**src/rtl/ahb_slave_arbiter.sv**
```systemverilog
// Per-slave round-robin arbiter: grants one master, holds through bursts, tracks data-phase owner.
// Latency: request sampled on an hready=1 edge -> registered grant one cycle later.
// Backpressure: hready=0 freezes grant, data-phase tracking and the round-robin pointer.
module ahb_slave_arbiter #(
    parameter int MASTER_NUM   = 4,
    parameter int MASTER_IDX_W = $clog2(MASTER_NUM)
) (
    input  logic                      hclk,
    input  logic                      hreset_n,
    input  logic [MASTER_NUM-1:0]     hreq,
    input  logic [2*MASTER_NUM-1:0]   hmaster_htrans,
    input  logic                      hready,
    output logic [MASTER_NUM-1:0]     hgrant,
    output logic [MASTER_IDX_W-1:0]   hmaster_sel,
    output logic [MASTER_IDX_W-1:0]   hmaster_data,
    output logic                      data_valid
);

    typedef enum logic {
        ST_IDLE  = 1'b0,
        ST_OWNED = 1'b1
    } state_t;

    localparam logic [1:0] HTRANS_BUSY   = 2'b01;
    localparam logic [1:0] HTRANS_NONSEQ = 2'b10;
    localparam logic [1:0] HTRANS_SEQ    = 2'b11;

    localparam logic [MASTER_IDX_W:0]   NUM_EXT  = (MASTER_IDX_W+1)'(MASTER_NUM);
    localparam logic [MASTER_IDX_W-1:0] LAST_RST = MASTER_IDX_W'(MASTER_NUM - 1);

    state_t                    state, state_nxt;
    logic [MASTER_IDX_W-1:0]   last, last_nxt;
    logic [MASTER_NUM-1:0]     hgrant_nxt;
    logic [MASTER_IDX_W-1:0]   sel_nxt;
    logic [MASTER_IDX_W-1:0]   data_nxt;
    logic                      data_valid_nxt;

    logic [1:0]                owner_trans;
    logic                      owner_req;
    logic                      any_req;
    logic                      win_found;
    logic [MASTER_IDX_W-1:0]   win_idx;
    logic [MASTER_IDX_W:0]     cand;
    logic                      burst_hold;
    logic                      owner_xfer;

    // Owner's transfer type and request, selected without a variable part-select.
    always_comb begin
        owner_trans = 2'b00;
        owner_req   = 1'b0;
        for (int i = 0; i < MASTER_NUM; i++) begin
            if (hmaster_sel == MASTER_IDX_W'(i)) begin
                owner_trans = hmaster_htrans[2*i +: 2];
                owner_req   = hreq[i];
            end
        end
    end

    assign any_req    = |hreq;
    assign burst_hold = ((owner_trans == HTRANS_SEQ) || (owner_trans == HTRANS_BUSY)) && owner_req;
    assign owner_xfer = (owner_trans == HTRANS_NONSEQ) || (owner_trans == HTRANS_SEQ);

    // Round-robin search starting at last+1; the wrap is explicit so MASTER_NUM need not be 2^n.
    always_comb begin
        win_found = 1'b0;
        win_idx   = '0;
        cand      = '0;
        for (int k = 1; k <= MASTER_NUM; k++) begin
            cand = {1'b0, last} + (MASTER_IDX_W+1)'(k);
            if (cand >= NUM_EXT) begin
                cand = cand - NUM_EXT;
            end
            if (!win_found && hreq[cand[MASTER_IDX_W-1:0]]) begin
                win_found = 1'b1;
                win_idx   = cand[MASTER_IDX_W-1:0];
            end
        end
    end

    always_comb begin
        state_nxt      = state;
        last_nxt       = last;
        hgrant_nxt     = hgrant;
        sel_nxt        = hmaster_sel;
        data_nxt       = hmaster_data;
        data_valid_nxt = data_valid;

        if (hready) begin
            // Data phase captures the pre-update owner, so handover is bubble-free.
            if ((state == ST_OWNED) && owner_xfer) begin
                data_valid_nxt = 1'b1;
                data_nxt       = hmaster_sel;
            end else begin
                data_valid_nxt = 1'b0;
            end

            case (state)
                ST_IDLE: begin
                    if (any_req && win_found) begin
                        state_nxt  = ST_OWNED;
                        sel_nxt    = win_idx;
                        last_nxt   = win_idx;
                        hgrant_nxt = MASTER_NUM'(1) << win_idx;
                    end
                end
                ST_OWNED: begin
                    if (burst_hold) begin
                        state_nxt = ST_OWNED;
                    end else if (any_req && win_found) begin
                        sel_nxt    = win_idx;
                        last_nxt   = win_idx;
                        hgrant_nxt = MASTER_NUM'(1) << win_idx;
                    end else begin
                        state_nxt  = ST_IDLE;
                        hgrant_nxt = '0;
                    end
                end
                default: begin
                    state_nxt  = ST_IDLE;
                    hgrant_nxt = '0;
                end
            endcase
        end
    end

    always_ff @(posedge hclk or negedge hreset_n) begin
        if (!hreset_n) begin
            state        <= ST_IDLE;
            last         <= LAST_RST;
            hgrant       <= '0;
            hmaster_sel  <= '0;
            hmaster_data <= '0;
            data_valid   <= 1'b0;
        end else begin
            state        <= state_nxt;
            last         <= last_nxt;
            hgrant       <= hgrant_nxt;
            hmaster_sel  <= sel_nxt;
            hmaster_data <= data_nxt;
            data_valid   <= data_valid_nxt;
        end
    end

endmodule

```
**config.mk**
```make
export PLATFORM = sky130hd
export DESIGN_NAME = ahb_slave_arbiter
export DESIGN_NICKNAME = d
export VERILOG_FILES = /design/src/rtl/ahb_slave_arbiter.sv
export SDC_FILE = /design/constraint.sdc
export NUM_CORES = 1
export LEC_CHECK = 0
export CAP_MARGIN = 20
export CELL_PAD_IN_SITES_DETAIL_PLACEMENT = 1
export CELL_PAD_IN_SITES_GLOBAL_PLACEMENT = 2
export CORE_AREA = 5 5 59 61
export DETAILED_ROUTE_END_ITERATION = 10
export DIE_AREA = 0 0 64 66
export DONT_BUFFER_PORTS = 1
export MAX_ROUTING_LAYER = met4
export PLACE_DENSITY = 0.59
export SLEW_MARGIN = 15
export SYNTH_ARGS = -nofsm -noshare
export SYNTH_HDL_FRONTEND = slang
export SYNTH_SLANG_ARGS = --single-unit
export TNS_END_PERCENT = 50
```
**constraint.sdc**
```tcl
create_clock -name hclk -period 1.7 [get_ports hclk]
set_clock_uncertainty 0.1 [all_clocks]
set_input_delay 0.255 -clock hclk [delete_from_list [all_inputs] [get_ports hclk]]
set_output_delay 0.255 -clock hclk [all_outputs]
set_load 0.01 [all_outputs]
```
==> run metrics <==
status=finished, final reports clean; HP Class=in -> reg; GPL Wtd Cong=roughly 0.67; initial antenna violation count=0; final layout net count=a little under 90; yosys warns=0; number of remaining DRC errors=0; total power=1373 µW; Worst Path Max Fanout=6; crit start category=flop; Final Setup Violations=0; RSZ-0062 raised after global routing=no; hold path cells=2; vias per std cell=5.202; leakage=roughly 0.00034 µW; max frequency=611.9 MHz; MaxCap Viol Count=0; Worst-path clk slew=0.08 ns; CTS H-Tree Depth=1; sequential share of the synthesized area=43.84%; routed len/inst=17.37 µm; Final min period=1.634 ns; DP Wirelength=1.417 mm; clk root buf=clkbuf_4; Iteration-0 DRC Markers=9; number of iterations in the first detailed-routing pass=4; Worst IR Drop VDD=0.0006214 V; cells after synthesis=just over 60; largest area contributor in the netlist=dfrtp_1; Die Y=between 60 and 70 µm; GR Overflow Total=0; Worst setup EP type=flop; die extent in x=64 µm; leading post-synthesis cells by cell area=dfrtp_1 36%, dfstp_2 7.6%, mux2_1 6.5%; Layout area overhead=18.48%; critical path class=reg -> reg; FF-to-FF path depth=4; synthesized flop and latch total=12; number of antenna diodes=0; I/O pin cnt=24; Critical Path AT=1.70 ns; Worst-Skew Late Latency=0.27 ns; Finished Cell Area=about 800 µm²; first-pass GRT wire length=between 2 and 3 mm; fin crit share=96.14%; power density over the cells=~1700 mW/mm²; Crit path required time=1.77 ns; Die ar.=approximately 0.0042 mm²; Sum Neg Setup Slack=0 ns; final hold violation count=0; top cell type's share of synthesized area=36.23%; Rel. slew slack=around 64%; Worst-Margin Slew=around 0.54 ns; CTS tree=yes; mean area per synthesized cell=11.14 µm²; Starting Density=23.59%; syn_nets=77; layout cells sized above 1=35.21%; PortBufs=0; Final Slew Violations=0; # clock sinks=12; setup slack, reg-to-reg=0.07 ns; cell count after placement=98; Netlist cell types=28; Tot GR Track Use=between 9 and 10%; core area=0.002928 mm²; clock buffer depth=2; cell area after synthesis=slightly below 700 µm²; filler cell count=about 320; Post-Layout Cell Count=104; post-route antenna net violation count=0; Site Rows=20; largest net degree at the start of global routing=13; DR vias=541; Area after DPL=750.7 µm²; overall routed net length=1.806 mm; CTS buffer count=3; vias in the first global route=about 560
-- metal layers --
metal	part of all wire [%]	global-route usage, %	routed length [µm]	vias up
li1	-	-	-	258
met1	48	11.59	867	265
met2	45	13.69	805	14
met3	5.5	1.871	100	4
met4	1.8	5.455	33	0
met5	0	-	0	-
-- worst paths after layout --
path	start	endpoint
worst max-delay path	hmaster_sel[0]	hgrant[0]
worst max register to register	hmaster_sel[0]	hgrant[0]
max in group asynchronous	hreset_n	hmaster_sel[0]
worst min-delay path	hready	state
min in group asynchronous	hreset_n	hmaster_data[0]
worst min register to register	last[0]	last[0]
-- state kept, by name (all words and copies together) (netlist names) --
name	flops
hgrant	4
hmaster_data	2
hmaster_sel	2
last	2
data_valid	1
state	1
-- cells in the final DEF (no fill, tap or decap) --
cell           count
or4_4              1
dfrtp_2            1
a32o_2             2
o21ai_0            5
dfstp_2            2
o22a_2             1
buf_4              5
nor2_1             2
o2111ai_2          1
nand4_1            2
dfrtp_1            9
mux2i_1            3
clkbuf_4           3
o21ai_1            3
dlygate4sd3_1      2
a41oi_4            1
o21ai_2            1
a31o_2             1
nand4bb_2          1
nor2b_1            1
a22oi_1            1
nand4b_1           2
a21oi_1            2
o22ai_1            1
mux2_1             4
o21a_2             1
clkbuf_8           1
or2_4              1
o31ai_2            2
inv_1              5
nand2_1            4
-- cells in the mapped netlist --
library cell and n:
or2_1 1, o21ai_1 3, nand4bb_2 1, a31o_2 1
a21oi_1 2, or4_4 1, o22ai_1 1, buf_6 1
nor2b_1 1, dfrtp_1 10, dfstp_2 2, a22oi_1 1
nand2_1 4, o31ai_2 2, o22a_2 1, nand4b_1 2
nor2_1 2, nand4_1 2, mux2i_1 3, o21a_1 1
inv_1 5, buf_4 1, o21ai_2 1, a32o_2 2
o2111ai_1 1, o21ai_0 5, a41oi_4 1, mux2_1 4
-- kinds of logic after synthesis --
| group | share of synthesized area [%] |
|---|---|
| DFF | 43.84 |
| buffers and inverters | 5.435 |
| muxes | 10.87 |
| AOI/OAI and AO/OA | 26.45 |
| and+or+nand+nor | 13.41 |
-- final cells by class --
| type | instances | area, µm² | share of cell area, % |
|---|---|---|---|
| inverter | 5 | 18.77 | 2.294 |
| multi-input combinational | 43 | 360.3 | 44.04 |
| clock buffer | 4 | 36.28 | 4.434 |
| tap | 33 | 41.29 | 5.046 |
| timing repair buffer | 7 | 57.56 | 7.034 |
| sequential | 12 | 304.0 | 37.16 |
-- stage by stage --
step,hold WS (ns),worst slack (ns),util [%]
6_report,0.05952,0.06568,27.95
5_1_grt,0.06514,0.01733,27.95
4_1_cts,0.05591,0.03964,27.82
3_5_place_dp,-0.1402,-0.02734,25.64
3_3_place_gp,-0.1403,0.03678,25.64
2_1_floorplan,-0.1406,0.01341,-
-- report_power, final --
group	switching [µW]	leakage, µW	internal, µW
clock	97.7	0.0000210	130
combinational	279	0.000180	282
sequential	147	0.000143	437
-- worst max-delay path, stage by stage (launching register included) --
cell	delay [ns]
dfrtp_2	0.45
nand4bb_2	0.30
a41oi_4	0.28
nor2_1	0.14
a32o_2	0.26
-- repair_timing --
action,in CTS,in global routing
buffers inserted,0,0
setup endpoints to repair,3,6
gates resized for setup,2,2
endpoints found under the hold margin,13,0
hold buffers,2,0
Power figures use the tool's default switching activity.
